**src/rtl/router_port_tx_pkg.sv**
```systemverilog
// Shared definitions for the router port serializer: FSM state encoding,
// byte width and the idle levels of the active-low serial lines.
package router_port_tx_pkg;

  localparam int BYTE_W = 8;

  // Idle line levels, shared with the output-side deserializer.
  localparam logic IDLE_FRAME_N = 1'b1;
  localparam logic IDLE_VALID_N = 1'b1;
  localparam logic IDLE_DIN     = 1'b1;

  typedef enum logic [2:0] {
    ST_IDLE = 3'd0,
    ST_ADDR = 3'd1,
    ST_PAD  = 3'd2,
    ST_DATA = 3'd3,
    ST_WAIT = 3'd4
  } tx_state_e;

endpackage

```
**src/rtl/router_port_tx.sv**
```systemverilog
// Source-side serializer for one router input port. Takes an address plus a
// byte stream on valid/ready and emits frame_n / valid_n / din for one
// crossbar input lane.
//
// Handshake: a byte moves when s_valid && s_ready in the same rising edge.
// s_ready is combinational from state only (never from s_valid); the source
// may raise or drop s_valid at any time, and bytes offered while s_ready is
// low are simply not taken.
//
// All line outputs are flops computed from the next state, so a byte
// accepted at edge T puts its first line symbol on the pins right after T.
module router_port_tx
  import router_port_tx_pkg::*;
#(
  parameter int ADDR_W     = 2,
  parameter int PAD_CYCLES = 2
) (
  input  logic              clk,
  input  logic              rst,
  input  logic [ADDR_W-1:0] s_addr,
  input  logic [7:0]        s_data,
  input  logic              s_last,
  input  logic              s_valid,
  output logic              s_ready,
  output logic              frame_n,
  output logic              valid_n,
  output logic              din,
  output logic              busy,
  output logic              pkt_done
);

  localparam int AC_W = (ADDR_W > 1) ? $clog2(ADDR_W) : 1;
  localparam int PC_W = (PAD_CYCLES > 0) ? $clog2(PAD_CYCLES + 1) : 1;
  localparam logic [AC_W-1:0] ADDR_LAST = AC_W'(ADDR_W - 1);
  localparam logic [PC_W-1:0] PAD_LAST  = PC_W'((PAD_CYCLES > 0) ? PAD_CYCLES - 1 : 0);

  tx_state_e          state_q, state_d;
  logic [ADDR_W-1:0]  addr_q, addr_d;
  logic [BYTE_W-1:0]  shift_q, shift_d;   // PISO: bit 0 is the bit on the line
  logic               last_q, last_d;
  logic [2:0]         bit_cnt_q, bit_cnt_d;
  logic [AC_W-1:0]    addr_cnt_q, addr_cnt_d;
  logic [PC_W-1:0]    pad_cnt_q, pad_cnt_d;
  logic               frame_n_q, frame_n_d;
  logic               valid_n_q, valid_n_d;
  logic               din_q, din_d;
  logic               busy_q, busy_d;
  logic               pkt_done_q, pkt_done_d;

  // Next state, datapath and next line symbol; counters clear outside their state.
  always_comb begin
    state_d    = state_q;
    addr_d     = addr_q;
    shift_d    = shift_q;
    last_d     = last_q;
    bit_cnt_d  = '0;
    addr_cnt_d = '0;
    pad_cnt_d  = '0;
    frame_n_d  = IDLE_FRAME_N;
    valid_n_d  = IDLE_VALID_N;
    din_d      = IDLE_DIN;
    pkt_done_d = 1'b0;
    s_ready    = 1'b0;

    case (state_q)
      ST_IDLE: begin
        s_ready = 1'b1;
        if (s_valid) begin
          addr_d    = s_addr;
          shift_d   = s_data;
          last_d    = s_last;
          state_d   = ST_ADDR;
          frame_n_d = 1'b0;
          din_d     = s_addr[0];
        end
      end

      ST_ADDR: begin
        frame_n_d = 1'b0;
        if (addr_cnt_q == ADDR_LAST) begin
          if (PAD_CYCLES > 0) begin
            state_d = ST_PAD;
          end else begin
            state_d   = ST_DATA;
            valid_n_d = 1'b0;
            din_d     = shift_q[0];
          end
        end else begin
          addr_cnt_d = addr_cnt_q + 1'b1;
          din_d      = addr_q[addr_cnt_d];
        end
      end

      ST_PAD: begin
        frame_n_d = 1'b0;
        if (pad_cnt_q == PAD_LAST) begin
          state_d   = ST_DATA;
          valid_n_d = 1'b0;
          din_d     = shift_q[0];
        end else begin
          pad_cnt_d = pad_cnt_q + 1'b1;
        end
      end

      ST_DATA: begin
        if (bit_cnt_q != 3'd7) begin
          // Next bit of the current byte; bit 7 of the last byte closes the frame.
          bit_cnt_d  = bit_cnt_q + 1'b1;
          shift_d    = shift_q >> 1;
          din_d      = shift_q[1];
          valid_n_d  = 1'b0;
          frame_n_d  = last_q && (bit_cnt_q == 3'd6);
          pkt_done_d = last_q && (bit_cnt_q == 3'd6);
        end else if (last_q) begin
          state_d = ST_IDLE;
        end else begin
          s_ready   = 1'b1;
          frame_n_d = 1'b0;
          if (s_valid) begin
            shift_d   = s_data;
            last_d    = s_last;
            valid_n_d = 1'b0;
            din_d     = s_data[0];
          end else begin
            state_d = ST_WAIT;
          end
        end
      end

      ST_WAIT: begin
        s_ready   = 1'b1;
        frame_n_d = 1'b0;
        if (s_valid) begin
          shift_d   = s_data;
          last_d    = s_last;
          state_d   = ST_DATA;
          valid_n_d = 1'b0;
          din_d     = s_data[0];
        end
      end

      default: state_d = ST_IDLE;
    endcase

    busy_d = (state_d != ST_IDLE);
  end

  // FSM state register.
  always_ff @(posedge clk or posedge rst) begin
    if (rst) state_q <= ST_IDLE;
    else     state_q <= state_d;
  end

  // Datapath, counters and registered line outputs; reset forces the idle line.
  always_ff @(posedge clk or posedge rst) begin
    if (rst) begin
      addr_q     <= '0;
      shift_q    <= '0;
      last_q     <= 1'b0;
      bit_cnt_q  <= '0;
      addr_cnt_q <= '0;
      pad_cnt_q  <= '0;
      frame_n_q  <= IDLE_FRAME_N;
      valid_n_q  <= IDLE_VALID_N;
      din_q      <= IDLE_DIN;
      busy_q     <= 1'b0;
      pkt_done_q <= 1'b0;
    end else begin
      addr_q     <= addr_d;
      shift_q    <= shift_d;
      last_q     <= last_d;
      bit_cnt_q  <= bit_cnt_d;
      addr_cnt_q <= addr_cnt_d;
      pad_cnt_q  <= pad_cnt_d;
      frame_n_q  <= frame_n_d;
      valid_n_q  <= valid_n_d;
      din_q      <= din_d;
      busy_q     <= busy_d;
      pkt_done_q <= pkt_done_d;
    end
  end

  assign frame_n  = frame_n_q;
  assign valid_n  = valid_n_q;
  assign din      = din_q;
  assign busy     = busy_q;
  assign pkt_done = pkt_done_q;

endmodule

```
**config.mk**
```make
export PLATFORM = sky130hd
export DESIGN_NAME = router_port_tx
export DESIGN_NICKNAME = d
export VERILOG_FILES = /design/src/rtl/router_port_tx_pkg.sv /design/src/rtl/router_port_tx.sv
export SDC_FILE = /design/constraint.sdc
export NUM_CORES = 1
export LEC_CHECK = 0
export BUFFER_PORTS_ARGS = -buffer_cell sky130_fd_sc_hd__buf_2
export CAP_MARGIN = 5
export CORE_MARGIN = 3
export CORE_UTILIZATION = 29
export CTS_CLUSTER_DIAMETER = 40
export CTS_CLUSTER_SIZE = 8
export DETAILED_ROUTE_END_ITERATION = 6
export PLACE_DENSITY = 0.49
export SLEW_MARGIN = 40
export SYNTH_ARGS = -nofsm -noshare
export SYNTH_HDL_FRONTEND = slang
export SYNTH_SLANG_ARGS = --single-unit
```
**constraint.sdc**
```tcl
create_clock -name clk -period 2.7 [get_ports clk]
set_input_delay 0.27 -clock clk [delete_from_list [all_inputs] [get_ports clk]]
set_output_delay 0.27 -clock clk [all_outputs]
set_load 0.01 [all_outputs]
```
# After elaboration in Yosys (flattened, before gate mapping)

Cells that the tools add are included.

Register bits after elaboration: 25
Latch bits: 0
Memory bits (writable): 0
Memory bits (read-only): 0
Bits of input ports: 14
Output and inout port bits: 6
Logic and storage cells: 80
Memories kept: 0

$add $sub $neg: 3
Multipliers: 0
Div/mod/pow operators: 0
Magnitude comparators: 1
Equal/unequal tests: 10
Shifts and indexed selects: 0
Multiplexer cells: 45
Bitwise logic cells: 0
Reduce and logical (&&, ||, !) cells: 9

Operators with widths:

| cell                                                | count |
|---|---|
| two-way mux 3 bit                                   | 9 |
| two-way mux 1 bit                                   | 24 |
| two-way mux 8 bit                                   | 3 |
| one-hot mux 8 bit (2 select lines)                  | 1 |
| one-hot mux 3 bit (5 select lines)                  | 1 |
| == test 3 x 2 -> 1 bit (second input constant)      | 2 |
| == test 3 bit (second input constant)               | 2 |
| != test 3 bit (second input constant)               | 2 |
| one-hot mux 1 bit (3 select lines)                  | 2 |
| one-hot mux 1 bit (5 select lines)                  | 1 |
| two-way mux 2 bit                                   | 2 |
| one-hot mux 1 bit (2 select lines)                  | 2 |
| AND reduction 2 bit                                 | 2 |
| adder 3 x 1 -> 3 bit (second input constant)        | 1 |
| == test 3 x 1 -> 1 bit (second input constant)      | 1 |
| zero test 3 bit                                     | 1 |
| AND reduction 3 bit                                 | 1 |
| nonzero test 3 bit                                  | 1 |
| OR reduction 3 bit                                  | 1 |
| adder 2 x 1 -> 2 bit (second input constant)        | 1 |
| == test 2 x 1 -> 1 bit (second input constant)      | 1 |
| < comparator 1 x 2 -> 1 bit (second input constant) | 1 |
| != test 2 x 1 -> 1 bit (second input constant)      | 1 |
| != test 2 bit (second input constant)               | 1 |
| other kinds (4)                                     | 4 |

# Logic depth before layout (Yosys ltp)

Gate-level depths: netlist of the first run.

Word-level depth: 5
Depth in mapped cells: 7
Depth with buffers taken out: 6

# Worst setup path before layout of the first run

No wires, ideal clock.

Kind: reg2reg
Start: register bit_cnt_q[0]
End: register busy_q, in the netlist busy
Library setup time: 131 ps
Data arrival time: 1418 ps
Required time: 2569 ps
Slack: 1150 ps
Stages on the path, launching flop included: 7
Buffers on the path: 1
Period minus slack after synthesis: 1550 ps
Cells stage by stage: dfrtp_1 -> ha_1 -> ha_1 -> buf_2 -> a311oi_1 -> a21o_1 -> or3b_1

Cells in the longest elaborated chain, start to end: 4

Ends and longest elaborated chain:

| what                               | RTL line              | source |
|---|---|---|
| start, declared                    | router_port_tx.sv:41  | `logic [2:0] bit_cnt_q, bit_cnt_d;` |
| start signal, assigned             | router_port_tx.sv:172 | `bit_cnt_q <= bit_cnt_d;` |
| != test 3 bit                      | router_port_tx.sv:106 | `if (bit_cnt_q != 3'd7) begin` |
| two-way mux 3 bit                  | router_port_tx.sv:106 |  |
| one-hot mux 3 bit (5 select lines) | router_port_tx.sv:65  | `case (state_q)` |
| nonzero test 3 bit                 | router_port_tx.sv:145 | `busy_d = (state_d != ST_IDLE);` |
| net busy_d                         | router_port_tx.sv:47  | `logic busy_q, busy_d;` |
| end signal, assigned               | router_port_tx.sv:178 | `busy_q <= busy_d;` |
| end, declared                      | router_port_tx.sv:47  |  |

The timed path passes the listed nets, and every way through them passes these cells.
A chain may end at the register's enable or synchronous reset.

# Worst setup path after layout of the first run

Start: register state_q[0]
End: output s_ready

Cells in the longest elaborated chain, start to end: 3
Elaborated cells between the ends (all ways): 5
Those cells by class: 2 x eq/ne; 1 x mux; 2 x reduce/logical

Ends and longest elaborated chain:

| what                                             | RTL line              | source |
|---|---|---|
| start, declared                                  | router_port_tx.sv:37  | `tx_state_e state_q, state_d;` |
| start signal, assigned                           | router_port_tx.sv:151 | `else state_q <= state_d;` |
| == test 3 bit or zero test 3 bit (tied branches) | router_port_tx.sv:65  |  |
| OR reduction 2 bit (no line)                     | --                    |  |
| one-hot mux 1 bit (2 select lines) *             | router_port_tx.sv:65  |  |
| end, declared                                    | router_port_tx.sv:24  | `output logic s_ready,` |

Mark *: on every way between the ends. The rest lies on a longest branch, timed or not.

==> results of run 1 <==
[per-layer routing]
metal	up-vias	wire length [um]	GRT usage [%]
met2	18	1230	17.3
met3	2	126	4.26
met1	463	1260	15.2
li1	467	-	-
met4	0	18	3.34
met5	-	0	0
[layout make-up]
cell class / count / area [sq um]
inverters: 3 / 11.3
clock inverters: 1 / 30.0
repair buffers: 19 / 95.1
fillers: 400 / 2440
clock buffers: 3 / 41.3
well taps: 48 / 60.1
multi-input cells: 85 / 574
flip-flops and latches: 24 / 604
[worst max path at each step]
stage	from	to	slack (ns)	cells after the start
2_1_floorplan	bit_cnt_q[0]$_DFF_PP0_	busy$_DFF_PP0_	1.15	6
3_3_place_gp	bit_cnt_q[0]$_DFF_PP0_	shift_q[4]$_DFFE_PP0P_	0.90	6
3_5_place_dp	bit_cnt_q[0]$_DFF_PP0_	shift_q[6]$_DFFE_PP0P_	0.82	6
4_1_cts	bit_cnt_q[0]$_DFF_PP0_	shift_q[1]$_DFFE_PP0P_	0.81	6
5_1_grt	state_q[0]$_DFF_PP0_	s_ready	0.70	4
6_report	state_q[0]$_DFF_PP0_	s_ready	0.82	4
[cells by family (layout without fill, tap and decap cells)]
kind of cell | Yosys count | in the layout | synth area share (%)
buf+inv | 10 | 26 | 3.79
mux | 1 | 1 | 0.922
fa+ha+maj | 3 | 3 | 3.07
flops | 24 | 24 | 49.5
simple gates | 45 | 45 | 21.5
compound gates | 36 | 36 | 21.2
[worst max-delay path: cells and delay by family (launching register included)]
family        cells  cell delay (ns)
flops             1             0.68
simple gates      3             0.54
buf+inv           1             0.13
[power groups by stage]
stage	registers [mW]	clock network [mW]	logic, mW
2_1_floorplan	0.585	0	0.379
3_5_place_dp	0.618	0	0.475
6_report	0.615	0.317	0.463
3_3_place_gp	0.616	0	0.456
5_1_grt	0.638	0.346	0.532
4_1_cts	0.613	0.323	0.473
[state kept, by name, summed over array words and instances, names as in the netlist]
| register | count |
|---|---|
| busy | 1 |
| valid_n | 1 |
| din | 1 |
| pad_cnt_q | 2 |
| bit_cnt_q | 3 |
| state_q | 3 |
| frame_n | 1 |
| addr_cnt_q | 1 |
| last_q | 1 |
| pkt_done | 1 |
| shift_q | 8 |
| addr_q | 1 |
[placed cells by master (no fill, tap or decap), drive strengths merged, types with 2 or more instances in the layout]
cell type  instances
inv                3
o21ai             10
nand2              8
a2bb2oi            8
dfrtp             21
nor3b              4
nor3               3
and2               4
a21o               2
nand2b             3
nor2               7
nand3b             9
or2                2
buf               19
a21oi              6
clkbuf             3
o311ai             2
dfstp              3
ha                 3
[per-stage QoR]
| step | power, mW | hold WS (ns) | util, % | area [sq um] | setup slack [ns] |
|---|---|---|---|---|---|
| 3_5_place_dp | 1.09 | 0.339 | 34.8 | 1340 | 0.820 |
| 4_1_cts | 1.41 | 0.0415 | 36.7 | 1410 | 0.810 |
| 3_3_place_gp | 1.07 | 0.446 | 34.8 | 1340 | 0.904 |
| 6_report | 1.40 | 0.0172 | 36.8 | 1420 | 0.823 |
| 2_1_floorplan | 0.963 | 0.282 | - | 1220 | 1.15 |
| 5_1_grt | 1.52 | 0.0633 | 36.8 | 1420 | 0.697 |
==> metrics, run 1 <==
I/O pin count=20; Initial DRC Count=58; Setup Viol. Count Final=0; GR Overflow Total=0; Die ar.=~0.0050 sq mm; # port buffers=19; P_int=about 0.94 mW; crit start category=register; Final GP Congestion=approximately 0.74; Pre-antenna DRT Iters=4; combinational power share=between 30% and 40%; Placed Cells=roughly 180; outcome=finished, final reports clean; clock sink total=24; CTS clk-pin slew, worst paths=around 0.09 ns; Rows=22; sw frac=about a third; number of synthesized flops with an enable pin=0; Cells after Synth=119; asr flop ratio synth=between 90% and 100%; Final ANT Viol Nets=0; Avg Cell Area, Syn=10.3 sq um; Num CTS Buffers=3; cts hold-fix bufs=0; Yosys warning count=0; diodes inserted=0; CP max-delay cell=dfrtp_1; cells on worst reg2reg path=6; Via Count=950; Clock Power Share=between 20% and 30%; count leader, synth=dfrtp_1; CTS max path bufs=2; Post-synth top cells=21 x dfrtp_1, 9 x nand3b_1, 9 x o21ai_0, 8 x a2bb2oi_1, 8 x nand2_1; peak supply drop=roughly 0.46 mV; Lkg Pwr=roughly 0.63 nW; drt wl/cell=14.4 um; #FFs+latches synth=24; Die Y=between 70 and 80 um; ys flop type=dfrtp_1; DR vias/cell=~5.2; Setup crit end kind=output pin; R2R Setup Slk=just under 0.9 ns; Max Fclk=533 MHz; Worst slew margin=65.4%; final cell count without fillers=183; Final Routed Wirelength=roughly 2600 um; Crit path largest cell delay=0.68 ns; critical path data arrival time=~1.6 ns; Die X=between 70 and 80 um; pin count of the biggest net entering global routing=25; share of cells above drive strength 1=a little under a quarter; post-CTS setup repair buffer count=0; clk_lat worst skew=~0.27 ns; core area=0.00385 sq mm; DRC=0; sequential power share=about 44%; CTS tree=yes; r2r endpoint=shift_q[7]$_DFFE_PP0P_; post-synth top area cell=dfrtp_1; Power Density=just under 1000 mW/mm^2; Crit Path Class=reg2out; area share of the largest cell type after synthesis=between 40 and 50%; post_cts resized=0; Setup Skew=0.00422 ns; FF-to-FF Start=bit_cnt_q[0]$_DFF_PP0_; Hold WC Path Type=in2async; initial core utilization=31.7%; Slew Limit Fails=0; initial antenna violation count=0; register area share after synthesis=between 40% and 50%; cell chosen for the clock root=clkbuf_8; post-DP HPWL=1870 um; ranking of synthesized cells by area=dfrtp_1 43%, dfstp_2 6.5%, a2bb2oi_1 5.7%, nand3b_1 5.5%, o21ai_0 3.7%; final hold vios=0; Crit path required time=2.43 ns; Slew @ Worst Pin=approximately 0.52 ns; Total Routing Usage GR=between 10 and 15%; CP cell instances=and3b_1, nand3b_1, nand2_1, buf_2; H-tree depth=1; Worst Path Max Fanout=17; first-pass GRT wire length=4600 um; P_sw=around 0.46 mW; syn_nets=~140; RSZ-0062 raised after global routing=no; Area Growth Syn to Fin=16.0%; area of the mapped netlist=0.00122 sq mm; setup TNS=0 ns; max_cap viols=0; crit share post-route=a little under 70%; vias in the first global route=approximately 960; fin crit period=~1.9 ns; unique cell type count in the Yosys netlist=35; nets@finish=between 150 and 200
Note: power is estimated with default switching activity, not from simulation.
==> run 2, diff against run 1 <==
- clock period: 2.7 -> 1.85 ns (I/O delays scaled with it)
==> run 2 against run 1 <==
  * Setup slack got worse by 0.71 ns
  * Sequential share of layout area shrank 1.0 points
  * Largest power group unchanged
  * Clock skew rose by 0.0061 ns
  * Combinational power up 63%
  * Clock power about the same
  * Core utilization up 0.97 points
  * Non-clock buffer count up 7
  * Cell area increased by 2.6%
  * Routed wire length is 0.91% lower
==> metrics, run 2 (synthesis results as in run 1) <==
Max Fclk=about 580 MHz; pin count of the biggest net entering global routing=20 (was 25); Worst slew margin=68.3% (was 65.4%); biggest regs=shift_q (8), bit_cnt_q (3), state_q (3) (unchanged); critical path data arrival time=1.55 ns (was 1.61 ns); Rows=22 (unchanged); DRC=0 (unchanged); drt wl/cell=13.7 um (was 14.4 um); Final Routed Wirelength=2610 um (was 2640 um); Setup Skew=0.0103 ns (was 0.00422 ns); fin crit period=1.74 ns; nets@finish=160 (was 153); sequential power share=45.4% (was 44.1%); Clock Power Share=16.1% (was 22.7%); initial antenna violation count=0 (unchanged); most frequent cells in the layout=20 x dfrtp_1, 19 x buf_2, 9 x o21ai_0, 9 x nand3b_1 (was 21 x dfrtp_1, 19 x buf_2, 9 x o21ai_0, 9 x nand3b_1); share of cells above drive strength 1=26.1% (was 23.7%); P_int=1.29 mW (was 0.936 mW); I/O pin count=20 (unchanged); worst slack, placed=0.0182 ns (was 0.820 ns); Placed Cells=185 (was 179); final cell count without fillers=190 (was 183); final hold vios=0 (unchanged); crit start category=register (unchanged); post-CTS setup repair buffer count=0 (unchanged); Setup Viol. Count Final=0 (unchanged); GR Overflow Total=0 (unchanged); core area=0.00385 sq mm (unchanged); Crit Path Class=reg2out (unchanged); Final GP Congestion=0.767 (was 0.741); Pre-antenna DRT Iters=4 (unchanged); Hold WC Path Type=in2reg (was in2async); crit share post-route=a little over nine tenths; Num CTS Buffers=3 (unchanged); peak supply drop=0.467 mV (was 0.457 mV); Die ar.=0.00503 sq mm (unchanged); sw frac=34.4% (was 32.9%); setup slack after layout=0.112 ns (was 0.823 ns); Area Growth Syn to Fin=19.1% (was 16.0%); Die Y=70.9 um (unchanged); most common cell after layout, fill and taps aside=dfrtp_1 (unchanged); Pwr Total=1.96 mW (was 1.40 mW); Slew Limit Fails=0 (unchanged); diodes inserted=0 (unchanged); Lkg Pwr=0.645 nW (was 0.626 nW); Slew @ Worst Pin=0.469 ns (was 0.519 ns); H-tree depth=1 (unchanged); Setup crit end kind=output pin (unchanged); CTS tree=yes (unchanged); Reg with most FFs=shift_q (unchanged); Power Density=1350 mW/mm^2 (was 985 mW/mm^2); setup TNS=0 ns (unchanged); RSZ-0062 raised after global routing=no (unchanged); initial core utilization=31.7% (unchanged); combinational power share=38.5% (was 33.2%); Worst Path Max Fanout=9 (was 17); CTS max path bufs=2 (unchanged); cell chosen for the clock root=clkbuf_8 (unchanged); vias in the first global route=967 (was 964); Via Count=950 (unchanged); CTS clk-pin slew, worst paths=0.09 ns (about the same); clk_lat worst skew=0.26 ns (was 0.27 ns); max FFs per register=8 (unchanged); Die X=70.9 um (unchanged); P_sw=0.676 mW (was 0.459 mW); first-pass GRT wire length=4490 um (was 4600 um); WHS=0.147 ns (was 0.0172 ns); Final ANT Viol Nets=0 (unchanged); # port buffers=19 (unchanged); Initial DRC Count=46 (was 58); clock sink total=24 (unchanged); outcome=finished, final reports clean (unchanged); DR vias/cell=5.00 (was 5.19); Total Routing Usage GR=11.0% (was 11.4%); post-DP HPWL=1910 um (was 1870 um); max_cap viols=0 (unchanged); Crit path required time=1.66 ns (was 2.43 ns)
-- run 2: final timing paths --
path	startpoint	to	slack, ns	cells after the start
max	state_q[1]$_DFF_PP0_	s_ready	0.11	4
min	s_addr[1]	addr_q[1]$_DFFE_PP0P_	0.15	2
max reg2reg	bit_cnt_q[0]$_DFF_PP0_	busy$_DFF_PP0_	0.17	5
min reg2reg	pad_cnt_q[0]$_DFF_PP0_	pad_cnt_q[0]$_DFF_PP0_	0.47	1
max in group asynchronous	rst	din$_DFF_PP1_	0.76	4
min in group asynchronous	rst	bit_cnt_q[0]$_DFF_PP0_	0.47	3
-- run 2: power groups by stage --
stage / Combinational, mW / Clock (mW) / Sequential, mW
after floorplan: 0.553 / 0 / 0.853
after global placement: 0.747 / 0 / 0.888
after detailed placement: 0.757 / 0 / 0.895
after CTS: 0.763 / 0.328 / 0.885
after global routing: 0.855 / 0.343 / 0.925
final: 0.755 / 0.315 / 0.892
-- run 2: layer usage --
metal / vias to the layer above / track usage, % / wire length, um
met1: 454 / 15.6 / 1280
met5: - / 0 / 0
met2: 16 / 17.0 / 1220
li1: 478 / - / -
met3: 2 / 1.85 / 93
met4: 0 / 3.76 / 23
-- run 2: area by class of cell --
class,count,area (sq um)
Fill cell,404,2400
Sequential cell,24,606
Multi-Input combinational cell,85,582
Timing Repair Buffer,26,150
Tap cell,48,60.1
Clock buffer,4,45.0
Inverter,3,11.3
-- run 2: what timing repair did --
action	4_1_cts	5_1_grt
hold buffers	1	0
gates resized for setup	1	2
hold endpoints to repair	12	0
endpoints found under the setup margin	3	5
-- run 2: metrics by stage --
step,util (%),cell area (sq um)
floorplan,-,1220
global placement,36.0,1390
detailed placement,36.0,1390
CTS,37.5,1450
global route,37.7,1450
finish,37.7,1450
-- run 2: critical path, cell delays in order (launching register included) --
cell	delay (ns)
dfrtp_1	0.51
buf_4	0.20
or2_2	0.35
nand2_1	0.10
buf_2	0.13
